$ cat src/rtl/sample_rebuild_pkg.sv
// Shared definitions for the byte-to-sample rebuild path: pairing states,
// default sizing and the sample width.
package sample_rebuild_pkg;

    typedef enum logic {
        WAIT_MSB = 1'b0,
        WAIT_LSB = 1'b1
    } pair_state_t;

    localparam int SAMPLE_W    = 16;
    localparam int DEPTH_DEF   = 16;
    localparam int TIMEOUT_DEF = 1023;

endpackage

$ cat src/rtl/sample_fifo.sv
// Single-clock show-ahead FIFO holding rebuilt samples; a push into a full
// buffer only succeeds when the head is popped on the same cycle.
module sample_fifo
    import sample_rebuild_pkg::*;
#(
    parameter int DEPTH  = DEPTH_DEF,
    parameter int DATA_W = SAMPLE_W
) (
    input  logic              clk_out1,
    input  logic              rst,
    input  logic              push,
    input  logic [DATA_W-1:0] push_data,
    input  logic              pop_ready,
    output logic [DATA_W-1:0] rd_data,
    output logic              rd_valid,
    output logic              full,
    output logic              empty,
    output logic              push_drop
);

    localparam int AW = $clog2(DEPTH);
    localparam logic [AW:0] FULL_CNT = (AW + 1)'(DEPTH);

    logic [DATA_W-1:0] mem [DEPTH];
    logic [AW-1:0]     wr_ptr;
    logic [AW-1:0]     rd_ptr;
    logic [AW:0]       count;
    logic [DATA_W-1:0] hold_q;
    logic              pop;
    logic              wr_en;

    assign empty     = (count == '0);
    assign full      = (count == FULL_CNT);
    assign rd_valid  = !empty;
    assign pop       = pop_ready && !empty;
    assign wr_en     = push && (!full || pop);
    assign push_drop = push && full && !pop;

    // While empty the output repeats the last word handed to the consumer.
    assign rd_data = empty ? hold_q : mem[rd_ptr];

    always_ff @(posedge clk_out1) begin
        if (wr_en) begin
            mem[wr_ptr] <= push_data;
        end
    end

    always_ff @(posedge clk_out1) begin
        if (rst) begin
            wr_ptr <= '0;
            rd_ptr <= '0;
            count  <= '0;
            hold_q <= '0;
        end else begin
            if (wr_en) begin
                wr_ptr <= wr_ptr + 1'b1;
            end
            if (pop) begin
                rd_ptr <= rd_ptr + 1'b1;
                hold_q <= mem[rd_ptr];
            end
            case ({wr_en, pop})
                2'b10:   count <= count + 1'b1;
                2'b01:   count <= count - 1'b1;
                default: count <= count;
            endcase
        end
    end

endmodule

$ cat src/rtl/sample_rebuild.sv
// Pairs an MSB-first byte stream into 16-bit samples, abandons a lone MSB
// after TIMEOUT idle cycles and buffers completed samples for the consumer.
module sample_rebuild
    import sample_rebuild_pkg::*;
#(
    parameter int DEPTH   = DEPTH_DEF,
    parameter int TIMEOUT = TIMEOUT_DEF
) (
    input  logic                clk_out1,
    input  logic                rst,
    input  logic [7:0]          byte_in,
    input  logic                byte_valid,
    output logic [SAMPLE_W-1:0] sample_out,
    output logic                sample_valid,
    input  logic                sample_ready,
    output logic                full,
    output logic                empty,
    output logic                overflow,
    output logic                resync
);

    localparam int TW = $clog2(TIMEOUT + 1);

    pair_state_t         state_q;
    pair_state_t         state_nxt;
    logic [7:0]          msb_p0;
    logic [7:0]          msb_nxt;
    logic [TW-1:0]       tmo_cnt;
    logic [TW-1:0]       tmo_cnt_nxt;
    logic                resync_nxt;
    logic                push_vld_p0;
    logic [SAMPLE_W-1:0] word_p0;
    logic                push_drop;
    logic                overflow_q;
    logic                resync_q;

    assign word_p0 = {msb_p0, byte_in};

    // A byte on the cycle the counter sits at TIMEOUT still completes the word.
    always_comb begin
        state_nxt   = state_q;
        msb_nxt     = msb_p0;
        tmo_cnt_nxt = tmo_cnt;
        push_vld_p0 = 1'b0;
        resync_nxt  = 1'b0;
        case (state_q)
            WAIT_MSB: begin
                if (byte_valid) begin
                    msb_nxt     = byte_in;
                    tmo_cnt_nxt = '0;
                    state_nxt   = WAIT_LSB;
                end
            end
            WAIT_LSB: begin
                if (byte_valid) begin
                    push_vld_p0 = 1'b1;
                    state_nxt   = WAIT_MSB;
                end else if (tmo_cnt == TW'(TIMEOUT)) begin
                    msb_nxt     = '0;
                    tmo_cnt_nxt = '0;
                    resync_nxt  = 1'b1;
                    state_nxt   = WAIT_MSB;
                end else begin
                    tmo_cnt_nxt = tmo_cnt + 1'b1;
                end
            end
            default: state_nxt = WAIT_MSB;
        endcase
    end

    always_ff @(posedge clk_out1) begin
        if (rst) begin
            state_q    <= WAIT_MSB;
            msb_p0     <= '0;
            tmo_cnt    <= '0;
            resync_q   <= 1'b0;
            overflow_q <= 1'b0;
        end else begin
            state_q  <= state_nxt;
            msb_p0   <= msb_nxt;
            tmo_cnt  <= tmo_cnt_nxt;
            resync_q <= resync_nxt;
            if (push_drop) begin
                overflow_q <= 1'b1;
            end
        end
    end

    assign overflow = overflow_q;
    assign resync   = resync_q;

    sample_fifo #(
        .DEPTH  (DEPTH),
        .DATA_W (SAMPLE_W)
    ) u_fifo (
        .clk_out1  (clk_out1),
        .rst       (rst),
        .push      (push_vld_p0),
        .push_data (word_p0),
        .pop_ready (sample_ready),
        .rd_data   (sample_out),
        .rd_valid  (sample_valid),
        .full      (full),
        .empty     (empty),
        .push_drop (push_drop)
    );

endmodule
$ cat config.mk
export PLATFORM = sky130hd
export DESIGN_NAME = sample_rebuild
export DESIGN_NICKNAME = d
export VERILOG_FILES = /design/src/rtl/sample_rebuild_pkg.sv /design/src/rtl/sample_fifo.sv /design/src/rtl/sample_rebuild.sv
export SDC_FILE = /design/constraint.sdc
export NUM_CORES = 1
export LEC_CHECK = 0
export ABC_AREA = 1
export CORE_MARGIN = 2
export CORE_UTILIZATION = 50
export CTS_BUF_LIST = sky130_fd_sc_hd__clkbuf_8
export CTS_CLUSTER_DIAMETER = 50
export DETAILED_ROUTE_END_ITERATION = 10
export PLACE_DENSITY = 0.65
export SYNTH_ARGS = -nofsm -noshare
export SYNTH_HDL_FRONTEND = slang
export SYNTH_SLANG_ARGS = --single-unit
$ cat constraint.sdc
create_clock -name clk_out1 -period 4.6 [get_ports clk_out1]
set_input_delay 1.38 -clock clk_out1 [delete_from_list [all_inputs] [get_ports clk_out1]]
set_output_delay 1.38 -clock clk_out1 [all_outputs]
set_load 0.01 [all_outputs]
==> summary.txt, run 1 <==
Cells and area
  – Layout cells sized above 1: 8.471%
  – NumNets Final: 1492
  – Ant diodes: 0
  – Fin area: 15280 sq um
  – Area growth syn-to-layout: 13.05%

Routing
  – Drt pass-1 iters: 5
  – Remaining antenna violation count: 0
  – Routed WL per cell: between 15 and 20 um
  – Drt drc: 0
  – 1st-iter DRT viols: 1001
  – Routed wire length: 33190 um
  – Vias per cell: between 5 and 6
  – Via count: 9629

Power and ir drop
  – Static leakage: 6.571 nW
  – Cell Pwr Density: 540.8 nW/um^2
  – Final Power: between 0.008 and 0.009 W
  – VDD IR-drop max: about 0.34 mV

Critical path
  – Arrival time worst endpoint: 2.92 ns
  – Startpoint Class: flop
  – FF-to-FF Start: u_fifo.count[0]$_SDFFE_PP0P_
  – Crit path buf inv count: 2
  – Slowest stage delay, CP: around 0.56 ns
  – Family with the most delay on the worst path: buffers and inverters
  – Critical path data required time: 3.22 ns
  – Slowest CP cell: clkdlybuf4s50_1
  – Cell mode on critical path: nand2_1
  – Crit path capture type: output port
  – Worst Path Max Fanout: 114
  – Crit path cell chain: buf_12 -> nand2_1 -> nand2_1 -> nand2_1 -> nand3_1 -> nand3_1 -> nand2_1 -> nand2_1 -> nand2_1 -> clkdlybuf4s50_1
  – Crit path kind: flop to output port

Timing
  – Tmin final: 4.304 ns
  – RSZ-0062 raised after global routing: false
  – PnR worst setup slack: 0.2960 ns
  – Final hold viol count: 0
  – Max frequency: between 0.2 and 0.25 GHz
  – Slew @ Worst Pin: 0.7101 ns
  – Setup TNS: 0 ns
  – Clock Skews: 0.01873 ns
  – Crit share post-route: 93.57%
  – Final setup vio count: 0
  – Pins Over Slew Limit: 0
  – Slew HR: a little over half
  – Final hold slack: 0.4763 ns

Synthesis
  – Register area share after synthesis: about two thirds
  – Synthesized cell area: 13520 sq um
  – Syn Area/Cell: 9.575 sq um
  – Post-Syn Instances: approximately 1400
  – Syn Nets: 1436
  – Yosys cell types: 34
  – Number of synthesized register bits: 310
  – Yosys warns: 0

Clock network
  – CTS tree: yes
  – Max Root-Sink Buffers: 3
  – Sink Count: 310
  – Hold_buf cts: 0
  – Clk_lat worst skew: 0.57 ns
  – H-tree levels: 2
  – Clk root buf: clkbuf_8
  – Clk pin slew, worst setup/hold paths: 0.06 ns
  – CTS Buf Count: 51
  – Buffer count from post-CTS setup fixing: 0
  – Cts repair resizes: 0

Die
  – Top Ports: 33
  – Die width: 168.4 um
  – Initial Util: 50.59%
  – Die height: 168.4 um
  – Die ar.: 28370 sq um
  – Core Area: 26730 sq um
  – Rows: 60

Global route
  – GRT Residual Overflow: 0
  – Largest net degree at the start of global routing: 115
  – GRT Total Usage: between 20% and 30%
  – Vias in the first global route: 9076
  – First-pass GRT wire length: 51470 um
  – Initial antenna violation count: 0

Place
  – Port Buf Inserts: 32
  – Placer Congestion: 0.8064
  – Final HPWL DP: ~18000 um
  – Placed cell areas: 14290 sq um
  – DP Worst Slack: between 0.9 and 1 ns

Min path
  – Critical hold path startpoint: tmo_cnt[9]$_SDFFE_PP0P_
  – Hold Path Class: flop to flop

Job
  – Max_cap viols: 0

Status
  – Status: finished, final reports clean
-- layout by cell type (no fill, tap or decap), types with 18 or more instances in the layout --
master,n
nand2_1,525
edfxtp_1,256
inv_1,196
nand3_1,189
nor2_1,57
clkbuf_8,57
dfxtp_1,52
clkdlybuf4s50_1,32
buf_4,28
a21oi_1,20
nor2_2,18
-- worst min-delay path, stage by stage, from the launching register on --
cell and delay [ns]:
dfxtp_1 0.33, a21oi_1 0.04, nor2_1 0.07
-- through the flow --
step                utilization (%)  std cells
floorplan                         -       1412
global placement              53.47       1756
detailed placement            53.47       1756
CTS                           57.19       1852
global route                  57.19       1852
finish                        57.19       1852
-- worst paths after layout --
check                                                     to  slack, ns  depth (start not counted)
worst min register to register       tmo_cnt[9]$_SDFFE_PP0P_       0.48                          2
worst max register to register  u_fifo.count[3]$_SDFFE_PP0P_       2.16                         14
worst min-delay path                 tmo_cnt[9]$_SDFFE_PP0P_       0.48                          2
worst max-delay path                           sample_out[9]       0.30                         10
-- power breakdown --
part	switching [W]	leakage, nW	internal [W]	total, W
sequential	0.000129	2.77	0.00317	0.00330
combinational	0.00170	3.21	0.000951	0.00265
clock	0.00107	0.585	0.00125	0.00232
-- final cells by class --
cell class	instances	area [sq um]
clock buffer	57	784.5
fill	2312	11440
clock inverter	39	210.2
inverter	179	675.6
sequential	310	8773
tap	341	426.7
timing repair buffer	65	630.6
multi-input combinational	861	3784
-- logic make-up (layout without fill, tap and decap cells) --
| kind of cell | after synthesis | in the layout | synth area share, % |
|---|---|---|---|
| buf+inv | 241 | 340 | 7.459 |
| compound gates | 35 | 35 | 1.351 |
| flops | 310 | 310 | 64.85 |
| simple gates | 805 | 805 | 24.64 |
| xor+xnor | 9 | 9 | 0.5830 |
| fa+ha+maj | 12 | 12 | 1.110 |
-- synthesized netlist by cell type (all sizes together) --
cell type / count / area share (%)
nand2: 530 / 15
edfxtp: 256 / 57
nand3: 190 / 7.1
inv: 178 / 5.0
nor2: 76 / 2.2
dfxtp: 54 / 8.0
buf: 47 / 2.1
a21oi: 20 / 0.74
clkbuf: 15 / 0.42
ha: 12 / 1.1
o21ai: 11 / 0.41
xor2: 6 / 0.39
nor3: 4 / 0.19
xnor2: 3 / 0.19
a31oi: 2 / 0.093
nand4: 2 / 0.093
a21boi: 1 / 0.056
clkinv: 1 / 0.028
nand3b: 1 / 0.056
nor3b: 1 / 0.056
nor4: 1 / 0.046
o21bai: 1 / 0.056
-- registers in the layout, indices dropped and copies added, names as in the netlist, 4 cells and up, named ones only --
signal and count:
u_fifo.hold_q 16, tmo_cnt 10, u_fifo.rd_ptr 4, u_fifo.wr_ptr 4, u_fifo.mem 256, u_fifo.count 5
msb_p0 8
-- layer usage --
metal  GRT usage, %  share of wire (%)
met5              0                  0
met2          39.22                 47
met3          4.396                6.8
met4          7.121                2.5
met1          32.45                 44
(Power assumes the default switching activity.)
==> run 2: changes to the inputs <==
==> constraint.sdc (replaced) <==
create_clock -name clk_out1 -period 4.6 [get_ports clk_out1]
set_input_delay 0.69 -clock clk_out1 [delete_from_list [all_inputs] [get_ports clk_out1]]
set_output_delay 0.69 -clock clk_out1 [all_outputs]
set_load 0.01 [all_outputs]
==> run 2 against run 1 <==
Clock skew shrank 0.0075 ns. Power shrank 1.6%. Flip-flop and latch count is the same. Highest routed layer unchanged. Maximum frequency grew 8.5%. Worst setup slack gained 0.34 ns.
==> summary.txt, run 2 (same netlist as run 1, synthesis figures left out) <==
Status
  – Status: finished, final reports clean

Routing
  – Remaining antenna violation count: 0
  – Drt pass-1 iters: 6
  – Routed wire length: 32850 um
  – Vias per cell: 5.151
  – 1st-iter DRT viols: 1054
  – Routed WL per cell: 17.79 um
  – Drt drc: 0
  – Via count: 9513

Cells and area
  – NumNets Final: 1487
  – Max reg flops: 256
  – Layout cells sized above 1: 8.234%
  – # fillers: 2316
  – Reg with most FFs: u_fifo.mem
  – Area growth syn-to-layout: 12.19%
  – Most frequent cells in the layout: 525 x nand2_1, 256 x edfxtp_1, 199 x inv_1
  – Util after Layout: 56.76%
  – Ant diodes: 0
  – Fin area: 15170 sq um
  – Largest regs: u_fifo.mem: 256 flops, u_fifo.hold_q: 16 flops, tmo_cnt: 10 flops
  – Most common cell after layout, fill and taps aside: nand2_1

Critical path
  – Register-to-register setup slack: ~2.1 ns
  – Crit path kind: flop to output port
  – Slowest CP cell: buf_4
  – Worst R2R Path Depth: 14
  – Worst Path Max Fanout: 79
  – Cell mode on critical path: nand2_1
  – Crit path capture type: output port
  – FF-to-FF Start: u_fifo.count[2]$_SDFFE_PP0P_
  – Startpoint Class: flop
  – Crit path cell chain: clkinv_2 -> buf_4 -> nand2_1 -> nand2_1 -> nand2_1 -> nand3_1 -> nand3_1 -> nand2_1 -> nand2_1 -> nand2_1 -> clkdlybuf4s50_1
  – Crit path buf inv count: 3
  – Arrival time worst endpoint: between 3 and 4 ns
  – Critical path data required time: slightly below 4 ns
  – Slowest stage delay, CP: 0.66 ns
  – Worst r2r dst: u_fifo.count[3]$_SDFFE_PP0P_
  – Family with the most delay on the worst path: buffers and inverters

Timing
  – Max frequency: 0.2521 GHz
  – Pins Over Slew Limit: 0
  – Tmin final: 3.967 ns
  – RSZ-0062 raised after global routing: false
  – Slew @ Worst Pin: around 1.1 ns
  – PnR worst setup slack: approximately 0.63 ns
  – Clock Skews: approximately 0.011 ns
  – Slew HR: between 20% and 30%
  – Final hold viol count: 0
  – Setup TNS: 0 ns
  – Final setup vio count: 0
  – Crit share post-route: 86.24%

Power and ir drop
  – VDD IR-drop max: approximately 0.28 mV
  – Static leakage: between 6 and 7 nW
  – Cell Pwr Density: 536.4 nW/um^2

Min path
  – Hold Path Class: flop to flop
  – Hold Crit Depth: 2
  – Worst hold path endpoint: tmo_cnt[9]$_SDFFE_PP0P_
  – Critical hold path startpoint: tmo_cnt[9]$_SDFFE_PP0P_

Clock network
  – Hold_buf cts: 0
  – Clk_lat worst skew: 0.58 ns
  – Buffer count from post-CTS setup fixing: 0
  – Sink Count: 310
  – Cts repair resizes: 0
  – Clk root buf: clkbuf_8
  – CTS Buf Count: 53
  – Max Root-Sink Buffers: 3
  – H-tree levels: 2
  – Clk pin slew, worst setup/hold paths: 0.06 ns
  – CTS tree: yes

Global route
  – GRT Residual Overflow: 0
  – Largest net degree at the start of global routing: 91
  – Vias in the first global route: 9196
  – First-pass GRT wire length: around 51000 um
  – GRT Total Usage: approximately a quarter
  – Initial antenna violation count: 0

Die
  – Die ar.: between 20000 and 30000 sq um
  – Die height: around 170 um
  – Core Area: 26730 sq um
  – Top Ports: 33
  – Rows: 60
  – Die width: 168.4 um
  – Initial Util: 50.59%

Place
  – Placer Congestion: 0.7988
  – Placed cell areas: 14190 sq um
  – DP Worst Slack: around 1.2 ns
  – Final HPWL DP: 17680 um
  – Port Buf Inserts: 32

Job
  – Max_cap viols: 0
## run 2: worst max path at each step
stage | endpoint | slack, ns | depth (start not counted) | start
floorplan | u_fifo.mem[0][0]$_DFFE_PP_ | 2.31 | 5 | byte_valid
global placement | sample_out[2] | 1.25 | 11 | flop
detailed placement | sample_out[2] | 1.24 | 11 | flop
CTS | sample_out[2] | 0.62 | 11 | flop
global route | sample_out[2] | 0.40 | 11 | flop
finish | sample_out[2] | 0.63 | 11 | flop
## run 2: worst reg2reg max path: cells and delay by family (launching register included)
kind | cells | cell delay (ns)
compound gates | 1 | 0.23
fa+ha+maj | 1 | 0.28
buf+inv | 4 | 0.41
flops | 1 | 0.34
simple gates | 8 | 1.12
## run 2: area by class of cell
class                           instances  area (sq um)  share of cell area (%)
Sequential cell                       310          8773                   57.84
Multi-Input combinational cell        861          3789                   24.98
Inverter                              179         675.6                   4.454
Timing Repair Buffer                   58         528.0                   3.481
Clock inverter                         41         191.4                   1.262
Clock buffer                           57         784.5                   5.172
Tap cell                              341         426.7                   2.813
## run 2: routing by layer
| layer | GRT usage, % | vias to the layer above | part of all wire (%) |
|---|---|---|---|
| met2 | 39.20 | 372 | 47 |
| met5 | 0 | - | 0 |
| li1 | - | 4658 | - |
| met3 | 4.302 | 59 | 8.3 |
| met4 | 7.459 | 0 | 2.1 |
| met1 | 32.84 | 4424 | 42 |
## run 2: report_power, final
group	switching (W)	leakage (nW)	internal, W	total [W]
clock network	0.00108	0.593	0.00119	0.00227
registers	0.000136	2.77	0.00317	0.00331
logic	0.00166	3.16	0.000895	0.00256
## run 2: per-stage QoR
step | instances | power, W | hold WS [ns]
2_1_floorplan | 1412 | 0.005069 | 0.4371
3_3_place_gp | 1749 | 0.005891 | 0.4537
3_5_place_dp | 1749 | 0.005927 | 0.4649
4_1_cts | 1847 | 0.008198 | 0.4799
5_1_grt | 1847 | 0.008638 | 0.4955
6_report | 1847 | 0.008136 | 0.4798
==> run 3: changes to the inputs <==
CAP_MARGIN = 25   (was default)
CORE_UTILIZATION = 49   (was 50)
PLACE_DENSITY = 0.63   (was 0.65)
==> run 3 against run 2 <==
Core utilization shrank 0.56 points. Highest routed layer unchanged. Sequential share of layout area shrank 0.076 points. Maximum frequency grew 4.7%. Sequential power is essentially flat. Routed wire length grew 3.1%. Non-clock buffer count shrank 3. Clock power is essentially flat. Cell area grew 0.13%. Power grew 1.8%. Worst hold slack lost 0.0069 ns. Die area grew 2.0%. Critical path type unchanged. Flip-flop and latch count is the same.
==> summary.txt, run 3 (same netlist as run 1, synthesis figures left out) <==
Timing
  – Setup TNS: 0 ns
  – Final setup vio count: 0
  – Clock Skews: 0.03080 ns
  – Tmin final: 3.790 ns
  – Crit share post-route: 82.39%
  – Pins Over Slew Limit: 0
  – Slew HR: 32.89%
  – Slew @ Worst Pin: 0.9990 ns
  – PnR worst setup slack: between 0.8 and 0.9 ns
  – Max frequency: 0.2638 GHz
  – RSZ-0062 raised after global routing: false
  – Final hold viol count: 0

Clock network
  – Clk_lat worst skew: between 0.5 and 0.6 ns
  – H-tree levels: 2
  – CTS Buf Count: 51
  – Max Root-Sink Buffers: 3
  – CTS tree: yes
  – Sink Count: 310
  – Hold_buf cts: 0
  – Buffer count from post-CTS setup fixing: 0
  – Clk root buf: clkbuf_8
  – Clk pin slew, worst setup/hold paths: 0.06 ns
  – Cts repair resizes: 0

Global route
  – Initial antenna violation count: 0
  – Grt met2 use: 39.61%
  – Largest net degree at the start of global routing: 82
  – Vias in the first global route: 9107
  – Gr busiest metal: met2
  – GRT Total Usage: 24.10%
  – GR Util met1: 33.04%
  – GRT met3 Usage: 3.837%
  – GRT Residual Overflow: 0
  – First-pass GRT wire length: 52340 um

Routing
  – Via count: 9532
  – Vias per cell: between 5 and 6
  – Routed wire length: 33870 um
  – 1st-iter DRT viols: 984
  – Drt drc: 0
  – Routed WL per cell: 18.44 um
  – Remaining antenna violation count: 0
  – Drt pass-1 iters: 7

Critical path
  – Crit path kind: flop to output port
  – Startpoint Class: flop
  – Cell mode on critical path: nand2_1
  – Register-to-register setup slack: 2.16 ns
  – Crit path cell chain: buf_4 -> nand2_1 -> nand2_1 -> nand2_1 -> nand3_1 -> nand3_1 -> nand2_1 -> nand2_1 -> nand2_1 -> clkdlybuf4s50_1
  – Slowest stage delay, CP: 0.69 ns
  – FF-to-FF Start: u_fifo.count[0]$_SDFFE_PP0P_
  – Crit path capture type: output port
  – Critical path data required time: 3.91 ns
  – Arrival time worst endpoint: between 3 and 4 ns
  – Family with the most delay on the worst path: buffers and inverters
  – Worst Path Max Fanout: 81
  – Worst r2r dst: u_fifo.count[4]$_SDFFE_PP0P_
  – Worst R2R Path Depth: 15
  – Slowest CP cell: buf_4
  – Crit path buf inv count: 2

Die
  – Die width: 170.1 um
  – Core Area: between 20000 and 30000 sq um
  – Die height: 170.1 um
  – Initial Util: between 50% and 60%
  – Die ar.: 28940 sq um
  – Rows: 60
  – Top Ports: 33

Cells and area
  – NumNets Final: about 1500
  – Util after Layout: 56.20%
  – Layout cells sized above 1: 7.888%
  – Largest regs: u_fifo.mem: 256 flops, u_fifo.hold_q: 16 flops, tmo_cnt: 10 flops
  – # fillers: about 2400
  – Reg with most FFs: u_fifo.mem
  – Max reg flops: 256
  – Post-Layout Cell Count: ~1800
  – Area growth syn-to-layout: 12.34%
  – Ant diodes: 0
  – Most frequent cells in the layout: 525 x nand2_1, 256 x edfxtp_1, 192 x inv_1
  – Most common cell after layout, fill and taps aside: nand2_1

Job
  – Max_cap viols: 0

Min path
  – Hold Crit Depth: 2
  – Hold Path Class: flop to flop
  – Critical hold path startpoint: overflow$_SDFFE_PP0P_
  – Worst hold path endpoint: overflow$_SDFFE_PP0P_

Place
  – Port Buf Inserts: 32
  – DP Worst Slack: 1.326 ns
  – Placer Congestion: 0.8696
  – Final HPWL DP: 20130 um
  – Placed Instances: 1742

Power and ir drop
  – Cell Pwr Density: 545.2 nW/um^2
  – Final Power: 0.008280 W
  – Static leakage: 6.486 nW
  – VDD IR-drop max: 0.2249 mV

Status
  – Status: finished, final reports clean
==> run 3: where the power goes <==
part           switching, W  total, W  internal, W
Sequential         0.000108   0.00328      0.00317
Clock               0.00107   0.00227      0.00120
Combinational       0.00182   0.00273     0.000910
Total               0.00300   0.00828      0.00528
==> run 3: metal layers <==
layer  wire length (um)  vias to the layer above
met3               2296                       52
met1              14660                     4501
met2              16130                      325
met4                790                        0
li1                   -                     4654
met5                  0                        -
==> run 3: per-stage QoR <==
stage                     hold slack, ns  instance area, sq um
after CTS                         0.4820                 15130
final                             0.4728                 15190
after global routing              0.5022                 15190
after detailed placement          0.4674                 14170
after floorplan                   0.4371                 13520
after global placement            0.4538                 14110
==> run 3: area by class of cell <==
type,count,area [sq um],area share [%]
flip-flops and latches,310,8773,57.76
multi-input cells,861,3784,24.91
clock buffers,54,743.2,4.893
inverters,179,675.6,4.448
repair buffers,55,570.5,3.756
well taps,341,426.7,2.809
clock inverters,37,215.2,1.417
==> run 3: worst max-delay path by stage <==
stage	startpoint	end	slack [ns]	cells after the start
finish	flop	sample_out[10]	0.81	10
global route	flop	sample_out[4]	0.64	10
CTS	flop	sample_out[0]	0.86	10
detailed placement	byte_valid	u_fifo.mem[14][9]$_DFFE_PP_	1.33	6
global placement	byte_valid	u_fifo.mem[6][9]$_DFFE_PP_	1.31	6
floorplan	byte_valid	u_fifo.mem[0][0]$_DFFE_PP_	2.31	5
==> run 3: worst min-delay path, delay by kind of cell, from the launching register on <==
kind               cells  cell delay (ns)
DFF                    1             0.33
and+or+nand+nor        1             0.07
AOI/OAI and AO/OA      1             0.04
==> RTL edit 1: new RTL, config.mk and constraints of run 3 <==
Make the reset (`rst`) asynchronous in 2 clocked blocks.
--- a/src/rtl/sample_fifo.sv
+++ b/src/rtl/sample_fifo.sv
@@ -45,7 +45,7 @@
         end
     end
 
-    always_ff @(posedge clk_out1) begin
+    always_ff @(posedge clk_out1 or posedge rst) begin
         if (rst) begin
             wr_ptr <= '0;
             rd_ptr <= '0;
--- a/src/rtl/sample_rebuild.sv
+++ b/src/rtl/sample_rebuild.sv
@@ -68,7 +68,7 @@
         endcase
     end
 
-    always_ff @(posedge clk_out1) begin
+    always_ff @(posedge clk_out1 or posedge rst) begin
         if (rst) begin
             state_q    <= WAIT_MSB;
             msb_p0     <= '0;
Formal check against the unedited RTL: differs if rst is asserted again (counterexample within 4 cycles, from zero or initial values and one cycle with rst high); with rst held inactive, the same outputs for 4 cycles.
==> RTL edit 1 against run 3 <==
  * Register-to-register slack worse by 0.46 ns
  * Critical path depth fell by 1
  * Via count fell by 14%
  * Cell count decreased by 21%
  * Routed wire length is 11% lower
  * Count of clock-buffer cells in the layout fell by 2
  * Clock power decreased by 9.3%
  * Sequential share of layout area is 5.5 points higher
  * Sequential cell count decreased by 4
  * Area after synthesis shrank 7.3%
  * Power rose by 6.0%
  * Worst setup slack got worse by 0.084 ns
  * Final area fell by 6.9%
  * Critical endpoint is now sample_out[7]
  * Largest power group unchanged
==> RTL edit 1: results (changes against run 3) <==
outcome: "finished clean"
critPathCapture: "sample_out[7]"
vias: 8239  # -14%
grt_pass1_vias: 7837  # -14%
ir_worst_vdd_v: 0.000407  # +81%
final_cells: 1452  # -21%
min_to: "overflow$_DFFE_PP0P_"
grt_pass1_wl_mm: 46.3  # -11%
drive_gt1_share_pct: 10.7  # +2.8 points
routedWlPerCell_um: 20.8  # +13%
nFillCells: 2050  # -14%
avgSynthCellArea_um2: 12.2  # +27%
r2r_cells: 9  # -6
wl_met1_mm: 13.3  # -9.5%
drt_first_iter_violations: 844  # -14%
grt_util_met3_pct: 4.12  # +0.28 points
signal_buffers: 60  # +9.1%
clkSinkCount: 306  # -1.3%
met2_usage_pct: 36.0  # -3.6 points
route.met2.wl_mm: 14.0  # -13%
area_share_nonclk_buffers_pct: 4.02  # +0.26 points
wl_met3_mm: 2.38  # +3.8%
register_area_mm2: 0.00894  # +1.9%
dp_cells: 1362  # -22%
syn_nets: 1053  # -27%
p_leak_uw: 0.00506  # -22%
-- RTL edit 1: cell count changes in the layout (fill, tap and decap cells not counted), sizes merged, moves of 5 or more --
cell    change
nor2      +100
o211ai     +32
a21oi      -16
o22ai      +13
clkinv      +5
nand3     -161
dfrtp      +50
inv       -132
nand2     -415
dfxtp      -54
o21ai     +168
o221ai     +32
buf         +5
-- RTL edit 1: power breakdown --
| group | internal (µW) | switching (µW) |
|---|---|---|
| sequential | 3360 | 227 |
| combinational | 1110 | 2020 |
| clock | 1040 | 1020 |
-- RTL edit 1: stage by stage --
step           hold slack, ns  cell area, µm²  worst slack, ns
6_report                0.478           14100            0.726
3_5_place_dp            0.465           13300             1.27
5_1_grt                 0.521           14100            0.497
4_1_cts                 0.481           14100            0.662
3_3_place_gp            0.463           13300             1.34
2_1_floorplan           0.448           12500             2.34
-- RTL edit 1: logic make-up after synthesis --
family          Yosys count
simple gates            332
fa+ha+maj                10
xor+xnor                 12
buf+inv                 110
compound gates          261
flops                   306
==> RTL edit 2: new RTL, settings of run 3 <==
Made on the original files. Set the package constant `TIMEOUT_DEF` to 511 (it was 1023).
--- a/src/rtl/sample_rebuild_pkg.sv
+++ b/src/rtl/sample_rebuild_pkg.sv
@@ -9,7 +9,7 @@
 
     localparam int SAMPLE_W    = 16;
     localparam int DEPTH_DEF   = 16;
-    localparam int TIMEOUT_DEF = 1023;
+    localparam int TIMEOUT_DEF = 511;
 
 endpackage
 
Check against the original RTL: same outputs for any inputs over 4 cycles, from zero or initial values and one cycle with rst high; that may be too few to reach the edited logic, so the function may still have changed.
==> RTL edit 2 against run 3 <==
  * Area after synthesis is essentially flat
  * Combinational power shrank 7%
  * Core utilization shrank 0.25 points
  * Routed wire length shrank 5.0%
  * Non-clock buffer count grew 1
  * Sequential cell count shrank 1
  * Power shrank 2.8%
  * Largest power group unchanged
  * Final area shrank 0.44%
  * Worst hold slack lost 0.0078 ns
  * Worst setup slack gained 0.015 ns
  * Sequential power grew 1%
  * Die area is essentially flat
==> RTL edit 2: results (changes against run 3) <==
outcome: "finished clean"
p_leak_uw: 0.00652  # +0.54%
gp_congestion: 0.835  # -3.9%
critical_path_arrival_ns: 3.09  # about the same
multi_input_area_share_pct: 24.8  # -0.073 points
grt_pass1_wl_mm: 50.3  # -3.9%
area_share_nonclk_buffers_pct: 3.81  # +0.050 points
syn_nets: 1419  # -1.2%
p_int_uw: 5230  # -1.0%
clkPwrFrac_pct: 27.3  # about the same
timing.rr.start: "u_fifo.count[2]$_SDFFE_PP0P_"
synthAdderAreaFrac_pct: 1.20  # +0.093 points
yosysSeqAreaShare_pct: 64.7  # -0.12 points
grt_pass1_vias: 9111  # +0.044%
synth-xor-area-share_pct: 0.389  # -0.19 points
p_seq_uw: 3320  # +1%
wl_met3_mm: 1.75  # -24%
cpPeakStageDelay_ns: 0.64  # -0.05 ns
routedWlPerCell_um: 17.7  # -4.2%
synth_commonest_cells: "nand2_1 (509), edfxtp_1 (256), nand3_1 (183)"
grt_use_total_pct: 23.0  # -1.1 points
rrSetupSlack_ns: 1.82  # -0.34 ns
critPathCapture: "sample_out[14]"
finClkSkew_ns: 0.0165  # -0.0143 ns
ir_worst_vdd_v: 0.000305  # +36%
wl_met1_mm: 13.6  # -7.0%
==> RTL edit 2: metal layers <==
| layer | track usage (%) | up-vias |
|---|---|---|
| li1 | - | 4605 |
| met1 | 29.1 | 4286 |
| met2 | 38.7 | 253 |
| met3 | 4.14 | 71 |
| met4 | 10.6 | 0 |
| met5 | 0 | - |
==> RTL edit 2: metrics by stage <==
step | hold slack (ns) | area [µm²] | power (µW) | instances | worst slack (ns)
final | 0.465 | 15100 | 8050 | 1822 | 0.824
after global routing | 0.513 | 15100 | 8580 | 1822 | 0.546
after CTS | 0.473 | 15100 | 8120 | 1821 | 0.777
after detailed placement | 0.459 | 14200 | 5930 | 1728 | 1.34
after global placement | 0.458 | 14100 | 5900 | 1724 | 1.32
after floorplan | 0.452 | 13500 | 5130 | 1394 | 2.27
